[config.mk]
export PLATFORM = sky130hd
export DESIGN_NAME = exc_ctrl
export DESIGN_NICKNAME = d
export VERILOG_FILES = /design/src/rtl/exc_ctrl_pkg.sv /design/src/rtl/exc_prio_enc.sv /design/src/rtl/exc_ctrl.sv
export SDC_FILE = /design/constraint.sdc
export NUM_CORES = 1
export LEC_CHECK = 0
export BUFFER_PORTS_ARGS = -buffer_cell sky130_fd_sc_hd__buf_4
export CORE_MARGIN = 2
export CORE_UTILIZATION = 37
export CTS_CLUSTER_DIAMETER = 100
export DETAILED_ROUTE_END_ITERATION = 10
export GPL_ROUTABILITY_DRIVEN = 0
export GPL_TIMING_DRIVEN = 1
export PLACE_DENSITY = 0.79
export SLEW_MARGIN = 20
export SYNTH_ARGS = -nofsm -noshare
export SYNTH_HDL_FRONTEND = slang
export SYNTH_SLANG_ARGS = --single-unit
[constraint.sdc]
create_clock -name clk -period 1.65 [get_ports clk]
set_clock_uncertainty 0.2 [all_clocks]
set_input_delay 0.495 -clock clk [delete_from_list [all_inputs] [get_ports clk]]
set_output_delay 0.495 -clock clk [all_outputs]
set_load 0.05 [all_outputs]
[src/rtl/exc_ctrl_pkg.sv]
// Shared definitions for the exception controller slice.
// Holds the CP0 register indices, the exception code constants reported on
// exc_o, the default exception handler entry address, the controller state
// encoding and the interrupt-pending helper.
package exc_ctrl_pkg;

    // CP0 register indices (rd field of mfc0/mtc0)
    localparam logic [4:0] CP0_REG_BADVADDR = 5'd8;
    localparam logic [4:0] CP0_REG_COUNT    = 5'd9;
    localparam logic [4:0] CP0_REG_COMPARE  = 5'd11;
    localparam logic [4:0] CP0_REG_STATUS   = 5'd12;
    localparam logic [4:0] CP0_REG_CAUSE    = 5'd13;
    localparam logic [4:0] CP0_REG_EPC      = 5'd14;

    // Exception codes handed to CP0; zero means "no exception"
    localparam logic [31:0] EXC_NONE    = 32'h0000_0000;
    localparam logic [31:0] EXC_INT     = 32'h0000_0001;
    localparam logic [31:0] EXC_SYSCALL = 32'h0000_0008;
    localparam logic [31:0] EXC_RI      = 32'h0000_000a;
    localparam logic [31:0] EXC_ERET    = 32'h0000_000e;

    localparam logic [31:0] EXC_VECTOR_DEFAULT = 32'h0000_0020;

    typedef enum logic [1:0] {
        IDLE     = 2'd0,
        FLUSH    = 2'd1,
        REDIRECT = 2'd2
    } exc_state_e;

    // An interrupt is pending when an unmasked cause bit is set, interrupts
    // are globally enabled (IE) and the core is not already at exception
    // level (EXL).
    function automatic logic irq_pending(input logic [31:0] status,
                                         input logic [31:0] cause);
        return ((cause[15:8] & status[15:8]) != 8'h00) && status[0] && !status[1];
    endfunction

endpackage

[src/rtl/exc_prio_enc.sv]
// Exception priority encoder.
// Ports:
//   irq, ri, syscall, eret : already-qualified event flags
//   code                   : 32-bit exception code of the highest-priority
//                            flag, EXC_NONE when no flag is set
module exc_prio_enc
    import exc_ctrl_pkg::*;
(
    input  logic        irq,
    input  logic        ri,
    input  logic        syscall,
    input  logic        eret,
    output logic [31:0] code
);

    always_comb begin
        code = EXC_NONE;
        if (irq) begin
            code = EXC_INT;
        end else if (ri) begin
            code = EXC_RI;
        end else if (syscall) begin
            code = EXC_SYSCALL;
        end else if (eret) begin
            code = EXC_ERET;
        end
    end

endmodule

[src/rtl/exc_ctrl.sv]
// Exception controller.
// Watches the memory-stage instruction, picks the highest-priority exception,
// reports it to CP0 for one cycle, flushes the pipeline for FLUSH_CYCLES
// cycles and then redirects fetch to the handler (or to EPC for eret).
// Ports:
//   clk, rst (async, active-low)
//   mem_valid_i, mem_pc_i, mem_in_delayslot_i, mem_syscall_i, mem_ri_i,
//   mem_eret_i                       : memory-stage instruction info
//   cp0_status_i, cp0_cause_i, cp0_epc_i : current CP0 values
//   exc_o, exc_pc_o, exc_delayslot_o : one-cycle exception report to CP0
//   flush_o, stall_o                 : pipeline flush / freeze
//   redirect_valid_o, redirect_pc_o, redirect_ready_i : fetch redirect
module exc_ctrl
    import exc_ctrl_pkg::*;
#(
    parameter logic [31:0] EXC_VECTOR   = EXC_VECTOR_DEFAULT,
    parameter int unsigned FLUSH_CYCLES = 2
) (
    input  logic        clk,
    input  logic        rst,
    input  logic        mem_valid_i,
    input  logic [31:0] mem_pc_i,
    input  logic        mem_in_delayslot_i,
    input  logic        mem_syscall_i,
    input  logic        mem_ri_i,
    input  logic        mem_eret_i,
    input  logic [31:0] cp0_status_i,
    input  logic [31:0] cp0_cause_i,
    input  logic [31:0] cp0_epc_i,
    output logic [31:0] exc_o,
    output logic [31:0] exc_pc_o,
    output logic        exc_delayslot_o,
    output logic        flush_o,
    output logic        stall_o,
    output logic        redirect_valid_o,
    output logic [31:0] redirect_pc_o,
    input  logic        redirect_ready_i
);

    localparam logic [3:0] CNT_LOAD = 4'(FLUSH_CYCLES);

    logic        irq;
    logic [31:0] code;
    logic        take;
    exc_state_e  state_q, state_d;
    logic [3:0]  cnt_q, cnt_d;
    logic [31:0] exc_q, exc_pc_q, target_q;
    logic        exc_ds_q;

    // Every event source is gated by the instruction valid
    assign irq = mem_valid_i & irq_pending(cp0_status_i, cp0_cause_i);

    exc_prio_enc u_prio (
        .irq     (irq),
        .ri      (mem_valid_i & mem_ri_i),
        .syscall (mem_valid_i & mem_syscall_i),
        .eret    (mem_valid_i & mem_eret_i),
        .code    (code)
    );

    always_ff @(posedge clk or negedge rst) begin
        if (!rst) begin
            state_q <= IDLE;
            cnt_q   <= 4'd0;
        end else begin
            state_q <= state_d;
            cnt_q   <= cnt_d;
        end
    end

    always_comb begin
        state_d          = state_q;
        cnt_d            = cnt_q;
        take             = 1'b0;
        flush_o          = 1'b0;
        stall_o          = 1'b1;
        redirect_valid_o = 1'b0;
        redirect_pc_o    = 32'h0;
        unique case (state_q)
            IDLE: begin
                stall_o = 1'b0;
                if (code != EXC_NONE) begin
                    take    = 1'b1;
                    state_d = FLUSH;
                    cnt_d   = CNT_LOAD;
                end
            end
            FLUSH: begin
                flush_o = 1'b1;
                // cnt_q holds the number of flush cycles still to go,
                // including the current one
                if (cnt_q <= 4'd1) begin
                    state_d = REDIRECT;
                    cnt_d   = 4'd0;
                end else begin
                    cnt_d = cnt_q - 4'd1;
                end
            end
            REDIRECT: begin
                redirect_valid_o = 1'b1;
                redirect_pc_o    = target_q;
                if (redirect_ready_i) begin
                    state_d = IDLE;
                end
            end
            default: begin
                stall_o = 1'b0;
                state_d = IDLE;
            end
        endcase
    end

    // The CP0 report is a single-cycle pulse: it is reloaded with zero on
    // every edge that does not accept an event.
    always_ff @(posedge clk or negedge rst) begin
        if (!rst) begin
            exc_q    <= EXC_NONE;
            exc_pc_q <= 32'h0;
            exc_ds_q <= 1'b0;
            target_q <= 32'h0;
        end else begin
            exc_q    <= take ? code : EXC_NONE;
            exc_pc_q <= take ? mem_pc_i : 32'h0;
            exc_ds_q <= take & mem_in_delayslot_i;
            if (take) begin
                target_q <= (code == EXC_ERET) ? cp0_epc_i : EXC_VECTOR;
            end
        end
    end

    assign exc_o           = exc_q;
    assign exc_pc_o        = exc_pc_q;
    assign exc_delayslot_o = exc_ds_q;

endmodule

==> results of run 1 <==
==> metrics by stage <==
| stage | power (mW) | setup slack (ps) | hold slack [ps] | setup TNS (ps) |
|---|---|---|---|---|
| finish | 7.15 | -495 | 165 | -16890 |
| global placement | 5.18 | -250 | 213 | -19200 |
| floorplan | 4.33 | -212 | -0.591 | -9740 |
| CTS | 7.07 | -527 | 147 | -17950 |
| global route | 7.53 | -570 | 140 | -21440 |
| detailed placement | 5.26 | -284 | 216 | -21590 |
==> area by class of cell <==
type                    count  area [sq um]
fillers                   671          3230
flip-flops and latches     75          1880
repair buffers            188          1810
multi-input cells         172          1340
clock buffers              10           138
well taps                 108           135
clock inverters             5          77.6
inverters                   8          32.5
==> worst max-delay path, stage by stage, from the launching register on <==
cell and delay [ps]:
dfrtp_1 400, inv_2 90, ha_4 180, buf_12 150, and2_4 160, buf_8 140
==> sequential cells by signal, indices dropped and copies added, names as in the netlist <==
signal,count
exc_o,4
exc_pc_o,32
target_q,32
exc_delayslot_o,1
cnt_q,4
state_q,2
==> cells in the mapped netlist, drive strengths merged <==
master / count / share of area, %
nand3: 1 / 0.15
conb: 1 / 0.11
dfrtp: 75 / 57
a21o: 1 / 0.23
nor2b: 2 / 0.38
o22a: 1 / 0.27
o41ai: 1 / 0.27
ha: 5 / 1.9
mux2i: 1 / 0.31
buf: 35 / 8.6
inv: 8 / 0.92
and4: 1 / 0.34
and3: 33 / 6.3
a22oi: 4 / 0.92
a22o: 31 / 8.3
o211a: 1 / 0.54
nand4: 1 / 0.19
o21ai: 9 / 1.8
a21oi: 4 / 0.61
and2: 32 / 6.1
clkbuf: 10 / 1.2
nand2: 2 / 0.31
or3: 1 / 0.19
nor2: 6 / 0.92
nand3b: 2 / 0.57
nor3: 3 / 0.46
o31ai: 1 / 0.38
o32a: 1 / 0.31
==> cells by family after synthesis <==
family	synth area share, %
AO/OA/AOI/OAI	13.7
adder cells (fa/ha/maj)	1.91
buffers and inverters	10.7
flip-flops	57.4
multiplexers	0.306
other	0.115
AND/OR/NAND/NOR	15.9
==> routing by layer <==
metal | GRT usage, % | share of wire (%) | vias up
li1 | - | - | 1247
met1 | 23.3 | 39 | 1327
met2 | 30.5 | 52 | 143
met3 | 5.30 | 7.6 | 13
met4 | 5.98 | 1.5 | 0
met5 | 0 | 0 | -
==> power breakdown <==
group | internal [mW] | switching (mW) | leakage, nW | total, mW
sequential | 2.16 | 0.162 | 1.01 | 2.32
clock | 0.879 | 0.662 | 0.108 | 1.54
combinational | 1.34 | 1.95 | 1.75 | 3.29
total | 4.38 | 2.77 | 2.87 | 7.15
==> final timing paths <==
| check | from | endpoint | slack, ps | depth (start not counted) |
|---|---|---|---|---|
| setup / recovery | state_q[0]$_DFFE_PN0P_ | redirect_pc_o[21] | -500 | 5 |
| min in group asynchronous | rst | target_q[20]$_DFFE_PN0N_ | 390 | 2 |
| hold reg to reg | target_q[29]$_DFFE_PN0N_ | target_q[29]$_DFFE_PN0N_ | 310 | 1 |
| hold / removal | cp0_epc_i[30] | target_q[30]$_DFFE_PN0N_ | 170 | 2 |
| setup reg to reg | state_q[1]$_DFFE_PN0P_ | cnt_q[0]$_DFFE_PN0P_ | -130 | 8 |
| max in group asynchronous | rst | exc_o[3]$_DFF_PN0_ | 410 | 3 |
==> what timing repair did <==
action                     in CTS  in global routing
cloned                          0                  1
setup endpoints to repair      73                 64
hold buffers                    1                  0
resized for setup              81                 13
buffers inserted                1                  1
pin swaps                       0                  4
hold endpoints to repair       21                  0
==> results.md, run 1 <==
- CP Class: flip-flop to output port
- Layout cell share with drive strength beyond 1: 56.3%
- Seq/Total Area, Yosys: between 50% and 60%
- Most frequent cells in the layout: 138 x buf_4, 75 x dfrtp_1, 36 x buf_8
- Setup WS post-layout: -495 ps
- Synth Cell Area: ~3300 sq um
- Max FO, Critical Path: 17
- Synth Register Bits: between 70 and 80
- Pleak: ~2.9 nW
- H-tree levels: 3
- Setup-failing EPs final: 46
- Area grow syn2layout: 65.4%
- Core Footprint: between 8000 and 9000 sq um
- WL per Instance: around 16 um
- Fin nets: between 500 and 600
- Drt initial violations: slightly below 90
- I/O Buffers: 161
- Vias: between 2000 and 3000
- Gr usage total: a little under a fifth
- Die X-Extent: just under 100 um
- Finished Cell Area: 5410 sq um
- Type of origin of the critical path: flip-flop
- CP arrival: approximately 1500 ps
- Diodes inserted: 0
- Max VDD drop: roughly 650 uV
- Tcrit/Tclk final: 130%
- Drt pass-1 iters: 5
- WP data required: 950 ps
- Initial Util: between 30% and 40%
- Path type of the worst min-delay path: primary input to flip-flop
- Post-Syn Area per Cell: 12.0 sq um
- RSZ-0062 raised after global routing: yes
- Vias per cell: 4.82
- Slew Limit Fails: 0
- Gr ovfl total: 0
- DP Area: ~4800 sq um
- Syn Inst Count: approximately 270
- Die ar.: just under 10000 sq um
- Failing checks: negative setup slack
- Clock root cell: clkbuf_8
- Fin. Hold Viols: 0
- CTS tree: done
- Minimum period implied by the final worst setup slack: ~2100 ps
- Fmax: between 400 and 500 MHz
- Number of global-route vias before repair: approximately 2700
- Crit. End Element: output port
- Final HPWL DP: between 6000 and 7000 um
- Most common cell after layout, fill and taps aside: buf_4
- Worst-Skew Late Latency: about 340 ps
- Die Ht: 98.0 um
- Clk sink count: 75
- PwrDens: around 1300 nW/um^2
- Cell Count Post-Placement: roughly 550
- WL final: around 8900 um
- Largest net degree at the start of global routing: 33
- Status: finished, violations left
- Finished Core Util: roughly 63%
- Post-synth cell types: 37
- DRC viols: 0
- Total CTS buffers: 9
- Initial antenna violation count: 0
- Top-level I/O count: 236
- FP Rows: 34
- Ys Warns: 0
- CTS max path bufs: 2
- Global-route wire length before repair: ~14000 um
- Final Non-Filler Cells: 566
- DRT antenna net count: 0
- Clock transition at path regs: about 80 ps
- Maxcap violations: 0
Power figures use the tool's default switching activity.
==> run 2: changes to the inputs <==
Settings changed: BUFFER_PORTS_ARGS -buffer_cell sky130_fd_sc_hd__buf_4 to -buffer_cell sky130_fd_sc_hd__clkbuf_2, PLACE_DENSITY 0.79 to 0.77.
==> run 2 against run 1 <==
  * The flow still finishes with violations (negative setup slack)
  * Cell area is 5.1% higher
  * Register-to-register slack worse by 180 ps
  * Non-clock buffer count is 22 higher
  * Critical path depth stayed put
  * Combinational power is 13% higher
  * Clock-buffer cell count is 1 higher
  * Total power is 4.0% higher
  * Via count is 3.1% higher
  * Worst setup slack worse by 37 ps
  * Maximum frequency is 1.7% lower
  * Critical path type unchanged
  * Largest cell class is now non-clock buffers
  * Highest routed layer unchanged
==> results.md, run 2 (same netlist as run 1, synthesis figures left out) <==
- Status: finished, violations left
- Failing checks: negative setup slack
- Global-route wire length before repair: approximately 15000 um
- Type of origin of the critical path: flip-flop
- Cell Count Post-Placement: 552
- Most frequent cells in the layout: 88 x clkbuf_2, 75 x dfrtp_1, 52 x buf_4
- Drt pass-1 iters: 6
- Vias per cell: about 4.8
- Pleak: 3.02 nW
- RSZ-0062 raised after global routing: yes
- WL per Instance: 16.1 um
- Layout fillers: approximately 630
- Most common cell after layout, fill and taps aside: clkbuf_2
- CP arrival: roughly 1500 ps
- Clk sink count: 75
- H-tree levels: 3
- Vias: approximately 2800
- Die Ht: approximately 98 um
- FP Rows: 34
- Clock root cell: clkbuf_8
- Area grow syn2layout: 73.8%
- Initial antenna violation count: 0
- Multi-input logic area: between 1000 and 1500 sq um
- Total CTS buffers: 9
- WL final: approximately 9500 um
- Slew Limit Fails: 0
- Reg2Reg Setup Slack: -310 ps
- Max VDD drop: between 500 and 600 uV
- Gr ovfl total: 0
- Reg2Reg Depth: 11
- Setup WS post-layout: -532 ps
- PwrDens: ~1300 nW/um^2
- Drt initial violations: 63
- Clock transition at path regs: around 90 ps
- Path type of the worst min-delay path: primary input to flip-flop
- Worst-Skew Late Latency: around 340 ps
- I/O Buffers: around 160
- Die ar.: a little under 10000 sq um
- Core Footprint: 8640 sq um
- Minimum period implied by the final worst setup slack: roughly 2200 ps
- Crit. End Element: output port
- FF+latch area: about 1900 sq um
- Largest net degree at the start of global routing: 35
- Final Non-Filler Cells: approximately 600
- Die X-Extent: 98.0 um
- Final HPWL DP: about 6000 um
- CTS max path bufs: 2
- Diodes inserted: 0
- Top-level I/O count: between 200 and 250
- DRT antenna net count: 0
- CP Class: flip-flop to output port
- Fmax: approximately 460 MHz
- Gr usage total: 20.1%
- Maxcap violations: 0
- Place WS: -266 ps
- Fin nets: approximately 620
- Hold Path Depth: 2
- DRC viols: 0
- Tcrit/Tclk final: 132%
- Setup-failing EPs final: 98
- Max FO, Critical Path: 17
- Number of global-route vias before repair: between 2000 and 3000
- Initial Util: 37.9%
- Fin. Hold Viols: 0
- Layout cell share with drive strength beyond 1: between 50% and 60%
- CTS tree: done
- WP data required: 950 ps
## run 2: final cells by class
| cell class | count | area share, % |
|---|---|---|
| clock buffers | 11 | 2.31 |
| clock inverters | 5 | 1.10 |
| inverters | 8 | 0.572 |
| multi-input cells | 172 | 24.0 |
| flip-flops and latches | 75 | 33.0 |
| well taps | 108 | 2.38 |
| repair buffers | 210 | 36.6 |
## run 2: path summary, 6_finish.rpt
path,startpoint,to
setup / recovery,state_q[0]$_DFFE_PN0P_,redirect_pc_o[22]
hold / removal,cp0_epc_i[30],target_q[30]$_DFFE_PN0N_
setup reg to reg,state_q[1]$_DFFE_PN0P_,cnt_q[3]$_DFFE_PN0P_
hold reg to reg,target_q[31]$_DFFE_PN0N_,target_q[31]$_DFFE_PN0N_
max in group asynchronous,rst,exc_pc_o[12]$_DFF_PN0_
min in group asynchronous,rst,target_q[6]$_DFFE_PN0N_
## run 2: per-stage QoR
stage | setup TNS [ps] | area, sq um | hold slack, ps | total power, mW | utilization, %
after global placement | -20310 | 4520 | 197 | 5.20 | 52.3
after detailed placement | -21470 | 4520 | 194 | 5.29 | 52.3
after floorplan | -9740 | 3560 | -0.591 | 4.33 | -
final | -26420 | 5690 | 158 | 7.44 | 65.9
after CTS | -19510 | 5520 | 147 | 7.18 | 63.9
after global routing | -33520 | 5690 | 148 | 7.82 | 65.9
## run 2: what timing repair did
item | 4_1_cts | 5_1_grt
endpoints found under the setup margin | 120 | 129
pin swaps | 5 | 18
resized for setup | 125 | 70
hold buffers | 1 | 0
setup buffers | 9 | 8
endpoints found under the hold margin | 18 | 0
gates cloned | 4 | 0
## run 2: power by group
group          internal, mW  switching, mW
logic                  1.64           2.07
registers              2.16          0.160
clock network         0.708          0.698
total                  4.51           2.93
## run 2: worst max-delay path, cell delays in order, from the launching register on
cell and delay [ps]:
dfrtp_1 400, inv_2 80, ha_4 180, buf_12 150, and2_4 170, clkbuf_16 160
## run 2: metal layers
| metal | track usage [%] | up-vias | wire, um |
|---|---|---|---|
| li1 | - | 1303 | - |
| met1 | 22.2 | 1371 | 3400 |
| met2 | 36.5 | 127 | 5200 |
| met3 | 6.51 | 14 | 693 |
| met4 | 6.84 | 0 | 167 |
| met5 | 0 | - | 0 |
==> run 3: changes to the inputs <==
==> constraint.sdc (replaced) <==
create_clock -name clk -period 1.65 [get_ports clk]
set_clock_uncertainty 0.2 [all_clocks]
set_input_delay 0.0825 -clock clk [delete_from_list [all_inputs] [get_ports clk]]
set_output_delay 0.0825 -clock clk [all_outputs]
set_load 0.05 [all_outputs]
==> run 3 against run 2 <==
  * The run still ends with negative setup slack left
  * Critical path type unchanged
  * Routed wire length up 19%
  * Clock power up 12%
  * Final cell count up 6.8%
  * Total power down 4.6%
  * Highest routed layer unchanged
  * Largest power group unchanged
  * Non-clock buffer count up 40
  * Maximum frequency up 21%
==> results.md, run 3 (same netlist as run 1, synthesis figures left out) <==
- Die ar.: just under 10000 sq um
- CTS tree: done
- Area grow syn2layout: 74.5%
- CP cell instances: buf_6 > ha_4 > buf_16 > and2_2 > buf_8
- Vias: ~3100
- Final HPWL DP: 5640 um
- Largest net degree at the start of global routing: 41
- Initial antenna violation count: 0
- Seq pwr share: about 33%
- Gr ovfl total: 0
- Fin nets: between 600 and 700
- Total CTS buffers: 9
- DR top layer: met4
- WP data required: 1370 ps
- Net switching power: ~2.9 mW
- WL met1: 4210 um
- CP arrival: roughly 1500 ps
- Path type of the worst min-delay path: primary input to async pin
- R2R Path End: target_q[25]$_DFFE_PN0N_
- Layout fillers: approximately 580
- Type of origin of the critical path: flip-flop
- DP Area: 4260 sq um
- Clock power share: about 22%
- Comb power frac: 44.9%
- Pleak: just over 3 nW
- Max VDD drop: roughly 650 uV
- Die X-Extent: ~98 um
- Max FO, Critical Path: 16
- Fmax: approximately 560 MHz
- Slew Limit Fails: 0
- WL final: roughly 11000 um
- Met3 wire length: approximately 1000 um
- Layout cell share with drive strength beyond 1: roughly 46%
- CP max stage cell: dfrtp_1
- Number of global-route vias before repair: ~3200
- Largest stage delay, worst path: between 300 and 400 ps
- Fin. Hold Viols: 0
- Most frequent cells in the layout: 125 x clkbuf_2, 75 x dfrtp_1, 71 x dlygate4sd3_1
- Finished Cell Area: ~5700 sq um
- Setup-failing EPs final: 34
- Reg2Reg Setup Slack: 0 ps
- Drt pass-1 iters: 4
- Minimum period implied by the final worst setup slack: between 1500 and 2000 ps
- Status: finished, violations left
- Core Footprint: ~8600 sq um
- Tcrit/Tclk final: 109%
- Largest delay contributor family on the critical path: buffers and inverters
- Maxcap violations: 0
- Diodes inserted: 0
- Multi-input logic area: approximately 1300 sq um
- Drt initial violations: around 120
- DRC viols: 0
- CP Class: flip-flop to output port
- Design Power: slightly above 7 mW
- Internal power: between 4 and 5 mW
- Sw Ratio: about two fifths
- Buffers & Inverters on Critical Path: 3
- Top-level I/O count: about 240
- RSZ-0062 raised after global routing: yes
- Crit. End Element: output port
- Final TNS setup: -3970 ps
- Initial Util: between 30% and 40%
- Stages on the worst setup path: 5
- Global-route wire length before repair: about 17000 um
- Failing checks: negative setup slack
- DRT antenna net count: 0
- PwrDens: between 1000 and 1500 nW/um^2
- I/O Buffers: around 160
- Clock transition at path regs: roughly 80 ps
- Clock root cell: clkbuf_8
- FF+latch area: 1880 sq um
- DR WL met2: 5880 um
- Most common cell after layout, fill and taps aside: clkbuf_2
- CTS max path bufs: 2
- Gr usage total: 22.6%
- Reg2Reg Launch Point: state_q[1]$_DFFE_PN0P_
- Die Ht: around 100 um
- WL per Instance: 18.0 um
- Worst-Skew Late Latency: between 300 and 400 ps
- Setup WS post-layout: -151 ps
- Clk sink count: 75
- FP Rows: 34
- H-tree levels: 3
- Reg2Reg Depth: 6
- Vias per cell: approximately 5.0
## run 3: cell types whose count changed in the layout (fill, tap and decap cells not counted), moves of 4 or more
cell,delta
buf_8,+18
clkbuf_16,-16
and2_4,-4
dlygate4sd3_1,+70
buf_12,-7
clkbuf_2,+37
buf_4,-40
clkbuf_4,-8
buf_6,-11
## run 3: metrics by stage
| step | hold slack, ps | instances | setup slack (ps) | util (%) |
|---|---|---|---|---|
| floorplan | -413 | 300 | -54.2 | - |
| global placement | -140 | 538 | -67.8 | 49.4 |
| detailed placement | -132 | 538 | -116 | 49.4 |
| CTS | -110 | 626 | -176 | 64.5 |
| global route | 70.9 | 629 | -198 | 66.1 |
| finish | 32.2 | 629 | -151 | 66.1 |
## run 3: area by class of cell
type / count / share of cell area (%)
Inverter: 8 / 0.526
Sequential cell: 75 / 32.9
Tap cell: 108 / 2.37
Clock inverter: 5 / 1.49
Timing Repair Buffer: 250 / 37.7
Multi-Input combinational cell: 172 / 22.7
Clock buffer: 11 / 2.30
## run 3: timing repair
item	CTS	global route
pin swaps	0	4
hold buffers	71	1
buffers inserted	0	2
hold endpoints to repair	145	1
endpoints found under the setup margin	71	79
cloned	1	1
resized for setup	78	59
## run 3: worst register-to-register path: cells and delay by family, from the launching register on
family | cells | cell delay [ps]
AOI/OAI and AO/OA | 2 | 260
adders and majority gates | 1 | 220
buffers and inverters | 2 | 340
DFF | 1 | 390
and+or+nand+nor | 1 | 180
## run 3: worst max-delay path by stage
stage	startpoint	endpoint	slack, ps
4_1_cts	state_q[1]$_DFFE_PN0P_	redirect_pc_o[22]	-180
3_3_place_gp	state_q[1]$_DFFE_PN0P_	target_q[23]$_DFFE_PN0N_	-70
5_1_grt	state_q[1]$_DFFE_PN0P_	redirect_pc_o[18]	-200
6_report	state_q[1]$_DFFE_PN0P_	redirect_pc_o[4]	-150
3_5_place_dp	state_q[1]$_DFFE_PN0P_	target_q[9]$_DFFE_PN0N_	-120
2_1_floorplan	state_q[0]$_DFFE_PN0P_	redirect_pc_o[0]	-50
## run 3: power groups by stage
stage	Clock (mW)	Sequential (mW)	Combinational (mW)
floorplan	0	2.88	1.37
global placement	0	2.31	2.53
detailed placement	0	2.32	2.59
CTS	1.60	2.29	2.93
global route	1.69	2.37	3.37
finish	1.58	2.34	3.18
## run 3: layer usage
metal	global-route usage [%]	up-vias
met3	8.16	18
met5	0	-
met4	8.87	0
li1	-	1385
met1	25.7	1514
met2	38.6	202
